File: src/rtl/ysyx_24100012_inst_fetch_pkg.sv
// ysyx_24100012_inst_fetch_pkg: shared FSM encoding and fetch constants
package ysyx_24100012_inst_fetch_pkg;
  typedef enum logic [1:0] {IDLE, REQ, WAIT, HOLD} ifu_state_e;
  localparam logic [31:0] NOP = 32'h0000_0013;
  localparam logic [31:0] DEFAULT_RESET_PC = 32'h8000_0000;
  localparam logic [31:0] PC_INC = 32'd4;
endpackage

File: src/rtl/ysyx_24100012_inst_fetch.sv
// ysyx_24100012_inst_fetch: single-outstanding instruction fetch with redirect and wrong-path discard
module ysyx_24100012_inst_fetch
  import ysyx_24100012_inst_fetch_pkg::*;
#(
  parameter int DATA_WIDTH = 32,
  parameter int ADDR_WIDTH = 32,
  parameter logic [ADDR_WIDTH-1:0] RESET_PC = ADDR_WIDTH'(DEFAULT_RESET_PC)
) (
  input  logic                  clk,
  input  logic                  rst_n,
  output logic                  imem_req_valid,
  input  logic                  imem_req_ready,
  output logic [ADDR_WIDTH-1:0] imem_req_addr,
  input  logic                  imem_rsp_valid,
  output logic                  imem_rsp_ready,
  input  logic [DATA_WIDTH-1:0] imem_rsp_data,
  input  logic                  imem_rsp_err,
  output logic                  inst_valid,
  input  logic                  inst_ready,
  output logic [DATA_WIDTH-1:0] instruction,
  output logic [ADDR_WIDTH-1:0] inst_pc,
  output logic                  inst_fault,
  input  logic                  redirect_valid,
  input  logic [ADDR_WIDTH-1:0] redirect_pc
);
  ifu_state_e state, state_d;
  logic [ADDR_WIDTH-1:0] req_addr, req_addr_d, pc_next, pc_next_d, pc_d, launch_addr;
  logic [DATA_WIDTH-1:0] instr_d;
  logic discard, discard_d, fault_d, launch;
  assign imem_req_valid = state == REQ;
  assign imem_req_addr  = imem_req_valid ? req_addr : '0;
  assign imem_rsp_ready = state == WAIT;
  assign inst_valid     = state == HOLD;
  // Next state: a "launch" starts a new fetch, or raises a fault directly when the target is misaligned
  always_comb begin
    state_d     = state;
    req_addr_d  = req_addr;
    pc_next_d   = pc_next;
    discard_d   = discard;
    instr_d     = instruction;
    pc_d        = inst_pc;
    fault_d     = inst_fault;
    launch      = 1'b0;
    launch_addr = req_addr;
    case (state)
      IDLE: begin
        launch      = 1'b1;
        launch_addr = redirect_valid ? redirect_pc : req_addr;
      end
      REQ: begin
        if (redirect_valid) begin
          discard_d = 1'b1;
          pc_next_d = redirect_pc;
        end
        if (imem_req_ready) state_d = WAIT;
      end
      WAIT: begin
        if (imem_rsp_valid && (redirect_valid || discard)) begin
          launch      = 1'b1;
          launch_addr = redirect_valid ? redirect_pc : pc_next;
          discard_d   = 1'b0;
        end else if (imem_rsp_valid) begin
          state_d = HOLD;
          instr_d = imem_rsp_err ? DATA_WIDTH'(NOP) : imem_rsp_data;
          pc_d    = req_addr;
          fault_d = imem_rsp_err;
        end else if (redirect_valid) begin
          discard_d = 1'b1;
          pc_next_d = redirect_pc;
        end
      end
      HOLD: begin
        launch      = redirect_valid || inst_ready;
        launch_addr = redirect_valid ? redirect_pc : inst_pc + ADDR_WIDTH'(PC_INC);
      end
      default: ;
    endcase
    if (launch) begin
      req_addr_d = launch_addr;
      state_d    = |launch_addr[1:0] ? HOLD : REQ;
      if (|launch_addr[1:0]) begin
        instr_d = DATA_WIDTH'(NOP);
        pc_d    = launch_addr;
        fault_d = 1'b1;
      end
    end
  end
  // State and datapath registers
  always_ff @(posedge clk or negedge rst_n) begin
    if (!rst_n) begin
      state       <= IDLE;
      req_addr    <= RESET_PC;
      pc_next     <= RESET_PC;
      discard     <= 1'b0;
      instruction <= '0;
      inst_pc     <= '0;
      inst_fault  <= 1'b0;
    end else begin
      state       <= state_d;
      req_addr    <= req_addr_d;
      pc_next     <= pc_next_d;
      discard     <= discard_d;
      instruction <= instr_d;
      inst_pc     <= pc_d;
      inst_fault  <= fault_d;
    end
  end
endmodule

File: config.mk
export PLATFORM = sky130hd
export DESIGN_NAME = ysyx_24100012_inst_fetch
export DESIGN_NICKNAME = d
export VERILOG_FILES = /design/src/rtl/ysyx_24100012_inst_fetch_pkg.sv /design/src/rtl/ysyx_24100012_inst_fetch.sv
export SDC_FILE = /design/constraint.sdc
export NUM_CORES = 1
export LEC_CHECK = 0
export ABC_AREA = 1
export BUFFER_PORTS_ARGS = -buffer_cell sky130_fd_sc_hd__buf_2
export CAP_MARGIN = 0
export CORE_ASPECT_RATIO = 0.9
export CORE_UTILIZATION = 53
export DETAILED_ROUTE_END_ITERATION = 8
export GPL_ROUTABILITY_DRIVEN = 0
export PLACE_DENSITY_LB_ADDON = 0.05
export SLEW_MARGIN = 20
export SYNTH_ARGS = -nofsm -noshare
export SYNTH_HDL_FRONTEND = slang
export SYNTH_SLANG_ARGS = --single-unit
File: constraint.sdc
create_clock -name clk -period 3.2 [get_ports clk]
set_clock_uncertainty 0.15 [all_clocks]
set_input_delay 0.16 -clock clk [delete_from_list [all_inputs] [get_ports clk]]
set_output_delay 0.16 -clock clk [all_outputs]
set_load 0.05 [all_outputs]
# Word-level counts from Yosys, hierarchy flattened
# Cells that the tools add are included.
# classes
n_addsub	1
eq_ne	9
n_mux	37
reduce_logical	10
# ops
operator	count
$mux 32	18
$pmux 32 s3	1
$pmux 32 s2	1
$add 32x3->32 const B	1
$mux 2	5
$mux 1	9
$ne 3x2->1 const B	2
$eq 2x2->1 const B	2
$ne 2x2->1 const B	2
$pmux 2 s2	1
$reduce_and 4->1	1
$ne 3x1->1 const B	1
$ne 3x3->1 const B	1
$pmux 1 s3	1
$reduce_and 3->1	1
$reduce_bool 3->1	1
$eq 2x1->1 const B	1
$logic_not 2->1	1
$logic_or 1x1->1	2
$pmux 1 s2	1
$reduce_and 2->1	1
$reduce_bool 2->1	1
$reduce_or 2->1	1
$logic_and 1x1->1	1
# totals
ff_bits	132
in_bits	71
output_inout_bits	100
word_cells	64

# Logic depth before layout (Yosys ltp)
# Gate-level depths: netlist (run 1).
# logic_depth
word_depth	7
depth_mapped	16
mapped_depth_nobuf	16

# Worst setup path before layout (run 1)
# Ideal clock, no wire load.
# synth_path
path_kind	register to register
startpoint	reg state[0]
endpoint	reg instruction[10]
setup_time_ps	80
arrival_ps	2236
t_required_ps	2970
path_slack_ps	734
stages_incl_launch_ff	10
n_path_buf	3
period_less_slack_ps	2466
path_cell_list	dfrtp_1 inv_1 ha_1 buf_2 nand2_1 nor2_4 buf_2 clkbuf_1 nor2_1 nor3_2
# synth_between
elab_chain_cells	5
elab_cells_between_ends	9
cone_classes	2 x eq/ne; 5 x mux; 2 x reduce/logical
# synth_lines
item	line_no	text
from (decl)	ysyx_24100012_inst_fetch.sv:26	ifu_state_e state, state_d;
from (signal assigned)	ysyx_24100012_inst_fetch.sv:99	state <= state_d;
$eq 2x2->1 *	--	
via imem_rsp_ready	ysyx_24100012_inst_fetch.sv:15	output logic imem_rsp_ready,
$pmux 32 s3	ysyx_24100012_inst_fetch.sv:45	case (state)
$reduce_or 2->1	ysyx_24100012_inst_fetch.sv:81	if (|launch_addr[1:0]) begin
$mux 32	ysyx_24100012_inst_fetch.sv:81	
$mux 32 *	ysyx_24100012_inst_fetch.sv:78	if (launch) begin
via instr_d[10]	ysyx_24100012_inst_fetch.sv:28	logic [DATA_WIDTH-1:0] instr_d;
to (signal assigned)	ysyx_24100012_inst_fetch.sv:103	instruction <= instr_d;
to (decl)	ysyx_24100012_inst_fetch.sv:20	output logic [DATA_WIDTH-1:0] instruction,
# Mark *: on every way through the listed nets, which the timed path passes. The rest lies on a longest branch.
# A chain may end at the register's enable or synchronous reset.

# Worst setup path after layout (run 1)
# layout_path
startpoint	reg state[0]
endpoint	reg inst_pc[7]
# layout_between
elab_chain_cells	5
elab_cells_between_ends	9
cone_classes	2 x eq/ne; 5 x mux; 2 x reduce/logical
# layout_lines
item	line_no	text
$eq 2x2->1 / $logic_not 2->1 (equally long branches)	ysyx_24100012_inst_fetch.sv:45	
$pmux 32 s3	ysyx_24100012_inst_fetch.sv:45	
$reduce_or 2->1	ysyx_24100012_inst_fetch.sv:81	
$mux 32	ysyx_24100012_inst_fetch.sv:81	
$mux 32 *	ysyx_24100012_inst_fetch.sv:78	
via pc_d[7]	ysyx_24100012_inst_fetch.sv:27	logic [ADDR_WIDTH-1:0] req_addr, req_addr_d, pc_next, pc_next_d, pc_d, launch_addr;
to (signal assigned)	ysyx_24100012_inst_fetch.sv:104	inst_pc <= pc_d;
to (decl)	ysyx_24100012_inst_fetch.sv:21	output logic [ADDR_WIDTH-1:0] inst_pc,
# Marked as above.

==> flow_summary.ini, run 1 <==
[worst_setup_path]
worstSetupPathType = reg2reg
crit_chain = inv_1 > ha_1 > clkinv_1 > a21oi_1 > nor3_1 > o21ai_0 > nand2_1 > o21ai_1
crit_path_end_kind = flip-flop
worstSetupStartpointType = flip-flop
r2r-start = state[0]
crit_buf_inv = 2
critPathMaxStageDelay_ns = 0.76
worst-path-max-fanout = 19
startpoint = state[0]
cp_top_family = buffers and inverters
cp_slowest_cell = clkinv_1
arrival_ns = 3.09
cp_data_required_time_ns = 3.39

[worst_hold_path]
hold_path_class = in2reg
worstHoldStart = redirect_pc[26]

[power]
switching_share = 0.541
ir_drop_mv = 0.841
p_int_mw = 5.20
p_clk_frac = 0.170
comb_power_share = 0.566
powerDensity_nw_per_um2 = 1060
p_sw_mw = 6.12
seqPwrFrac = 0.264
p_leak_nw = 5.71
power_mw = 11.3

[run]
cap_violations = 0

[cells_and_area]
final_core_util = 0.678
fill_cells = 1396
antennaDiodeCount = 0
nets = 1607
drive_gt1_frac = 0.176
syn_to_final_growth_pct = 22.9

[logic_synthesis]
synth_flop_cell = dfrtp_1
synth-compound-area-share = 0.164
synth_common_cells = nand2_1 (550), o21ai_0 (149), inv_1 (132)
synth.largest_area_cell = dfrtp_1
ys_warn_count = 0
yosys.area_share.simple = 0.344
yosysMostFrequentCell = nand2_1
synth-seq-cells = 132
synth_edf_count = 0
synth_top_area_frac = 0.375
yosysSeqAreaShare = 0.381
synth_mux_area_frac = 0.00346
synth_top_family_by_area = simple AND/OR/NAND/NOR gates
async_flop_share = 1.00
synth_xor_area_frac = 0
synth_cell_type_count = 33
synthTopCellsByArea = dfrtp_1 (38%), nand2_1 (24%), o21ai_0 (8.6%)
syn_area_per_cell_um2 = 6.44
synthCells = 1347
syn_area_um2 = 8670
synth_fa_ha_area_frac = 0.00721
syn_nets = 1423

[global_routing]
antenna_found_initial = 0
track_usage = 0.338
grt_max_degree = 76
grt_pass1_vias = 8625
overflow = 0
grt_pass1_wl_um = 43800

[floorplanning]
initial_core_util = 0.552
die_x_um = 137
die_area_um2 = 16900
coreArea_um2 = 15700
io-pin-count = 171
fp-row-count = 43
dieHeight_um = 123

[drt]
route.detailed.wl_per_inst_um = 16.0
wl_um = 27900
wl_met2_um = 12900
routed-wl-met3_um = 2480
drtIter0Drc = 820
drtAntennaViolNets = 0
num_vias = 9596
m1WireLength_um = 11800
dr.pass1.iters = 5
drc = 0
dr.max_layer_used = met4
viasPerCell = 5.50

[timing]
drv_slew = 0
hold_violations = 2
relSlewSlack = 0.370
min_period_ns = 2.90
setup_tns_ns = 0
fmax_mhz = 345
rsz0062_at_grt = false
tightest_slew_ns = 0.944
min_period_over_period = 0.907
fin_hold_ws_ns = -0.00184
finalSetupViolations = 0

[cts]
insertion_delay_ns = 0.43
clkSlewWorstSetupHoldPaths_ns = 0.06
clockRootBuffer = clkbuf_16
post-cts-setup-buffer-count = 0
clockBufferDepth = 2
htree_levels = 4
cts_buffers = 17
cts_tree = done
cts_sinks = 132

[run_status]
violations = hold timing
outcome = finished, violations left

[placed_design]
dp_hpwl_um = 18200
port_buffers = 170
layer usage:
| layer | global-route usage | vias up |
|---|---|---|
| li1 | - | 4615 |
| met1 | 0.455 | 4387 |
| met2 | 0.543 | 511 |
| met3 | 0.0656 | 83 |
| met4 | 0.121 | 0 |
| met5 | 0 | - |
path summary, 6_finish.rpt:
kind,endpoint,slack [ns],cells past startpoint
setup / recovery,inst_pc[7],0.30,8
hold / removal,pc_next[26],-0.002,5
setup reg to reg,inst_pc[7],0.30,8
hold reg to reg,pc_next[0],0.34,2
max in group asynchronous,instruction[7],1.88,3
min in group asynchronous,pc_next[19],0.18,2
through the flow:
step	instances	setup WS (ns)	instance area (um^2)
6_report	1746	0.298	10700
4_1_cts	1746	0.396	10700
3_5_place_dp	1672	0.417	9660
3_3_place_gp	1672	0.510	9660
2_1_floorplan	1347	0.734	8670
5_1_grt	1746	0.160	10700
repair_timing:
action                                 4_1_cts  5_1_grt
setup endpoints to repair                    0        0
hold buffers                                42        0
endpoints found under the hold margin      112        0
gates resized for setup                      0        0
power by group through the flow:
stage	combinational (mW)	sequential [mW]	clock, mW
6_report	6.40	2.99	1.93
2_1_floorplan	3.70	3.91	0
3_5_place_dp	6.26	2.98	0
4_1_cts	6.34	2.97	1.94
3_3_place_gp	6.15	2.97	0
5_1_grt	7.01	3.05	2.01
flip-flops by register name, summed over array words and instances (netlist names):
signal / cells
inst_pc: 32
instruction: 32
req_addr: 32
state: 2
pc_next: 32
discard: 1
inst_fault: 1
layout make-up:
class,instances,area (um^2),area share
Timing Repair Buffer,238,1500,0.141
Multi-Input combinational cell,1006,4510,0.423
Clock buffer,19,453,0.0425
Sequential cell,132,3310,0.310
Inverter,136,510,0.0479
Clock inverter,13,124,0.0116
Tap cell,202,253,0.0237
worst min-delay path: cells and delay by family:
| family | cells | cell delay (ns) |
|---|---|---|
| buffers and inverters | 1 | 0.07 |
| and+or+nand+nor | 2 | 0.13 |
| AOI/OAI and AO/OA | 2 | 0.17 |
placed cells by master (no fill, tap or decap), types with 3 or more instances in the layout:
cell type and count:
a21oi_1 90, buf_2 169, buf_4 24, clkbuf_16 17, clkinvlp_4 6, dfrtp_1 130, dlygate4sd3_1 42, ha_1 5
inv_1 132, inv_2 3, inv_6 4, mux2i_1 3, nand2_1 550, nand3_1 37, nand4_1 3, nor2_1 90
nor3_1 7, nor3_2 29, o211ai_1 5, o21ai_0 149, o21ai_1 18, o21bai_1 4
cells by family (layout without fill, tap and decap cells):
kind of cell | count (synthesis) | count (layout)
simple gates | 724 | 724
compound gates | 274 | 274
buf+inv | 209 | 406
flops | 132 | 132
fa+ha+maj | 5 | 5
mux | 3 | 3
Power figures use the tool's default switching activity.
==> run 2, diff against run 1 <==
--- a/config.mk
+++ b/config.mk
@@ -8,8 +8,10 @@
 export ABC_AREA = 1
 export BUFFER_PORTS_ARGS = -buffer_cell sky130_fd_sc_hd__buf_2
 export CAP_MARGIN = 0
+export CELL_PAD_IN_SITES_DETAIL_PLACEMENT = 1
+export CELL_PAD_IN_SITES_GLOBAL_PLACEMENT = 2
 export CORE_ASPECT_RATIO = 0.9
-export CORE_UTILIZATION = 53
+export CORE_UTILIZATION = 30
 export DETAILED_ROUTE_END_ITERATION = 8
 export GPL_ROUTABILITY_DRIVEN = 0
 export PLACE_DENSITY_LB_ADDON = 0.05
==> constraint.sdc (replaced) <==
create_clock -name clk -period 2.7 [get_ports clk]
set_clock_uncertainty 0.15 [all_clocks]
set_input_delay 0.135 -clock clk [delete_from_list [all_inputs] [get_ports clk]]
set_output_delay 0.135 -clock clk [all_outputs]
set_load 0.05 [all_outputs]
==> flow_summary.ini, run 2 (synthesized netlist as in run 1, its figures left out) <==
[power]
p_clk_frac = 0.171
ir_drop_mv = 0.799
p_sw_mw = 7.63
p_leak_nw = 5.85
comb_power_share = 0.573
switching_share = 0.549
p_int_mw = 6.28
seqPwrFrac = 0.255
power_mw = 13.9
powerDensity_nw_per_um2 = 1250

[floorplanning]
die_area_um2 = 29600
io-pin-count = 171
coreArea_um2 = 28200
initial_core_util = 0.308
dieHeight_um = 163
die_x_um = 181
fp-row-count = 58

[worst_hold_path]
holdPathEnd = pc_next[24]
hold_path_class = in2reg
worstHoldStart = redirect_pc[24]
min_path_cells = 5

[drt]
route.detailed.wl_per_inst_um = 17.8
drtIter0Drc = 507
dr.pass1.iters = 4
drtAntennaViolNets = 0
wl_um = 34400
drc = 0
num_vias = 9445
viasPerCell = 4.90

[global_routing]
track_usage = 0.241
grt_pass1_wl_um = 54900
grt_max_degree = 66
overflow = 0
antenna_found_initial = 0
grt_pass1_vias = 9722

[worst_setup_path]
worstSetupPathType = reg2out
r2r_end = instruction[19]
reg2regPathDepth = 10
rrSetupSlack_ns = 0.25
worst-path-max-fanout = 23
arrival_ns = 2.19
cp_data_required_time_ns = 2.41
crit_path_end_kind = primary output
worstSetupStartpointType = flip-flop
r2r-start = state[0]

[placed_design]
pre_cts_slack_ns = 0.135
dp_hpwl_um = 23700
dpl-instance-area_um2 = 9990
port_buffers = 170

[cells_and_area]
nets = 1632
drive_gt1_frac = 0.182
fin_area_um2 = 11100
syn_to_final_growth_pct = 28.5
antennaDiodeCount = 0
final_cell_mix = nand2_1 (550), buf_2 (169), o21ai_0 (149)
layout_commonest_cell = nand2_1

[cts]
cts_buffers = 17
post-cts-setup-buffer-count = 0
cts_tree = done
clockRootBuffer = clkbuf_16
htree_levels = 4
insertion_delay_ns = 0.44
clockBufferDepth = 2
clkSlewWorstSetupHoldPaths_ns = 0.06
cts_sinks = 132

[timing]
finalSetupViolations = 0
rsz0062_at_grt = false
fin_hold_ws_ns = 0.00228
min_period_ns = 2.48
setup_slack_ns = 0.224
fmax_mhz = 404
hold_violations = 0
drv_slew = 0
min_period_over_period = 0.917
setup_tns_ns = 0
tightest_slew_ns = 0.715
relSlewSlack = 0.523

[run_status]
outcome = finished clean

[run]
cap_violations = 0
## run 2: cell count changes in the layout (fill, tap and decap cells not counted), sizes merged
cell	delta
clkbuf	-1
clkinv	+1
dlygate4sd3	+14
buf	+11
inv	+4
clkinvlp	-4
## run 2: power by group through the flow
stage / registers, mW / clock network [mW] / logic (mW)
after floorplan: 4.63 / 0 / 4.38
after global placement: 3.58 / 0 / 7.88
after detailed placement: 3.58 / 0 / 7.94
after CTS: 3.56 / 2.44 / 8.04
after global routing: 3.67 / 2.52 / 8.82
final: 3.55 / 2.38 / 7.97
## run 2: how the worst max path moves through the flow
stage | startpoint | end | slack, ns | depth (start not counted)
after floorplan | state[0] | instruction[10] | 0.23 | 9
after CTS | inst_pc[2] | req_addr[14] | 0.12 | 14
after global routing | state[0] | instruction[17] | 0.04 | 10
final | state[1] | imem_req_addr[9] | 0.22 | 6
after detailed placement | inst_pc[2] | req_addr[22] | 0.13 | 14
after global placement | inst_pc[2] | req_addr[22] | 0.17 | 14
## run 2: critical path, stage by stage, from the launching register on
cell and delay, ns:
dfrtp_1 0.47, inv_1 0.12, ha_2 0.27, buf_4 0.36, nand2_1 0.18, inv_1 0.08
buf_2 0.25
## run 2: through the flow
| stage | util | cells |
|---|---|---|
| floorplan | - | 1347 |
| detailed placement | 0.355 | 1841 |
| global placement | 0.355 | 1841 |
| CTS | 0.395 | 1929 |
| global route | 0.396 | 1929 |
| finish | 0.396 | 1929 |
## run 2: layer usage
layer / routed length [um] / vias up / track usage / share of wire
li1: - / 4675 / - / -
met1: 16800 / 4579 / 0.330 / 0.49
met2: 16100 / 164 / 0.399 / 0.47
met3: 1070 / 27 / 0.0357 / 0.031
met4: 419 / 0 / 0.0601 / 0.012
met5: 0 / - / 0 / 0
## run 2: repair_timing
item                                    in CTS  in global routing
hold buffers                                56                  0
resized for setup                            0                  4
endpoints found under the setup margin       0                 20
endpoints found under the hold margin      117                  0
## run 2: final cells by class
| type | count | area [um^2] |
|---|---|---|
| Tap cell | 360 | 450 |
| Clock inverter | 14 | 140 |
| Fill cell | 3696 | 17000 |
| Clock buffer | 18 | 439 |
| Timing Repair Buffer | 263 | 1770 |
| Multi-Input combinational cell | 1006 | 4530 |
| Sequential cell | 132 | 3310 |
| Inverter | 136 | 510 |
==> run 3, diff against run 2 <==
--- a/config.mk
+++ b/config.mk
@@ -14,8 +14,8 @@
 export CORE_UTILIZATION = 30
 export DETAILED_ROUTE_END_ITERATION = 8
 export GPL_ROUTABILITY_DRIVEN = 0
+export HOLD_SLACK_MARGIN = 0.15
 export PLACE_DENSITY_LB_ADDON = 0.05
-export SLEW_MARGIN = 20
 export SYNTH_ARGS = -nofsm -noshare
 export SYNTH_HDL_FRONTEND = slang
 export SYNTH_SLANG_ARGS = --single-unit
==> constraint.sdc (replaced) <==
create_clock -name clk -period 2.6 [get_ports clk]
set_clock_uncertainty 0.15 [all_clocks]
set_input_delay 0.13 -clock clk [delete_from_list [all_inputs] [get_ports clk]]
set_output_delay 0.13 -clock clk [all_outputs]
set_load 0.05 [all_outputs]
==> flow_summary.ini, run 3 (synthesized netlist as in run 1, its figures left out) <==
[global_routing]
antenna_found_initial = 0
overflow = 0
track_usage = 0.246
grt_pass1_wl_um = 55800
grt_max_degree = 53
grt_pass1_vias = 9743

[drt]
drtIter0Drc = 520
drtAntennaViolNets = 0
route.detailed.wl_per_inst_um = 18.2
wl_um = 35400
viasPerCell = 4.92
drc = 0
num_vias = 9591
dr.pass1.iters = 5

[run_status]
outcome = finished clean

[placed_design]
dp_cells = 1845
dpl-instance-area_um2 = 10000
dp_hpwl_um = 24300
port_buffers = 170

[timing]
fmax_mhz = 412
hold_violations = 0
min_period_over_period = 0.934
relSlewSlack = 0.661
tightest_slew_ns = 0.508
drv_slew = 0
finalSetupViolations = 0
rsz0062_at_grt = false
setup_tns_ns = 0
min_period_ns = 2.43

[worst_setup_path]
worst-path-max-fanout = 23
cp_top_family = buffers and inverters
arrival_ns = 2.15
worstSetupPathType = reg2out
cp_data_required_time_ns = 2.32
critPathMaxStageDelay_ns = 0.47
crit_top_cell = inv_1
crit_path_end_kind = primary output
crit_buf_inv = 4
crit_chain = inv_1 > ha_2 > buf_6 > nand2_1 > inv_1 > buf_2
worstSetupStartpointType = flip-flop
cp_slowest_cell = dfrtp_1

[cts]
insertion_delay_ns = 0.44
cts_sinks = 132
clockBufferDepth = 2
htree_levels = 4
clockRootBuffer = clkbuf_16
cts_buffers = 17
clkSlewWorstSetupHoldPaths_ns = 0.07
cts_tree = done

[floorplanning]
die_area_um2 = 29600
initial_core_util = 0.308
die_x_um = 181
coreArea_um2 = 28200
io-pin-count = 171
dieHeight_um = 163
fp-row-count = 58

[cells_and_area]
final_core_util = 0.404
antennaDiodeCount = 0
final_cell_mix = nand2_1 (550), buf_2 (169), o21ai_0 (149)
fin_area_um2 = 11400
syn_to_final_growth_pct = 31.1
fin_cells = 1948
drive_gt1_frac = 0.183
nets = 1651
layout_commonest_cell = nand2_1

[worst_hold_path]
hold_path_class = in2reg

[power]
powerDensity_nw_per_um2 = 1290
p_leak_nw = 5.95
ir_drop_mv = 0.695

[run]
cap_violations = 0
==> run 3: cell types whose count changed in the layout (fill, tap and decap cells not counted), sizes merged <==
| cell | previous run | this run |
|---|---|---|
| dlygate4sd3 | 56 | 70 |
| buf | 207 | 212 |
| bufinv | 1 | 2 |
| inv | 143 | 142 |
==> run 3: where the power goes <==
group / internal, mW / switching (mW) / leakage [nW] / total (mW)
clock network: 1.47 / 1.09 / 0.291 / 2.55
logic: 2.30 / 6.16 / 3.99 / 8.46
registers: 2.93 / 0.784 / 1.67 / 3.71
total: 6.69 / 8.03 / 5.95 / 14.7
==> run 3: tightest hold or removal path, stage by stage <==
cell	delay, ns
buf_2	0.08
o21ai_0	0.08
o21ai_1	0.09
nand2_1	0.10
o21ai_4	0.10
nand2_2	0.15
nand2_1	0.10
==> run 3: per-layer routing <==
layer	part of all wire	vias up	track usage
met4	0.0070	0	0.0455
met5	0	-	0
met3	0.029	17	0.0366
met1	0.50	4682	0.344
met2	0.47	165	0.404
li1	-	4727	-
==> run 3: final cells by class <==
| type | instances | area [um^2] |
|---|---|---|
| sequential | 132 | 3310 |
| tap | 360 | 450 |
| multi-input combinational | 1006 | 4530 |
| clock buffer | 18 | 439 |
| clock inverter | 14 | 161 |
| inverter | 136 | 513 |
| fill | 3638 | 16800 |
| timing repair buffer | 282 | 1970 |
==> run 3: timing repair <==
| item | 4_1_cts | 5_1_grt |
|---|---|---|
| setup buffers | 0 | 0 |
| setup endpoints to repair | 0 | 30 |
| hold buffers | 71 | 0 |
| gates resized for setup | 0 | 7 |
| endpoints found under the hold margin | 227 | 0 |
==> run 3: final timing paths <==
check,slack (ns),startpoint,end,cells after the start
max,0.17,state[1],imem_req_addr[5],6
min,0.27,inst_ready,inst_pc[1],7
max reg2reg,0.23,state[1],inst_pc[4],10
min reg2reg,0.34,pc_next[10],pc_next[10],2
max in group asynchronous,1.28,rst_n,inst_pc[4],4
min in group asynchronous,0.68,rst_n,pc_next[31],3
==> run 3: through the flow <==
stage               power (mW)  setup WS (ns)  hold WS (ns)
floorplan                 9.36          0.134        -0.316
global placement          12.0          0.174       -0.0207
detailed placement        12.1          0.129       -0.0248
CTS                       14.8         0.0913         0.227
global route              15.8        0.00232         0.339
finish                    14.7          0.171         0.269
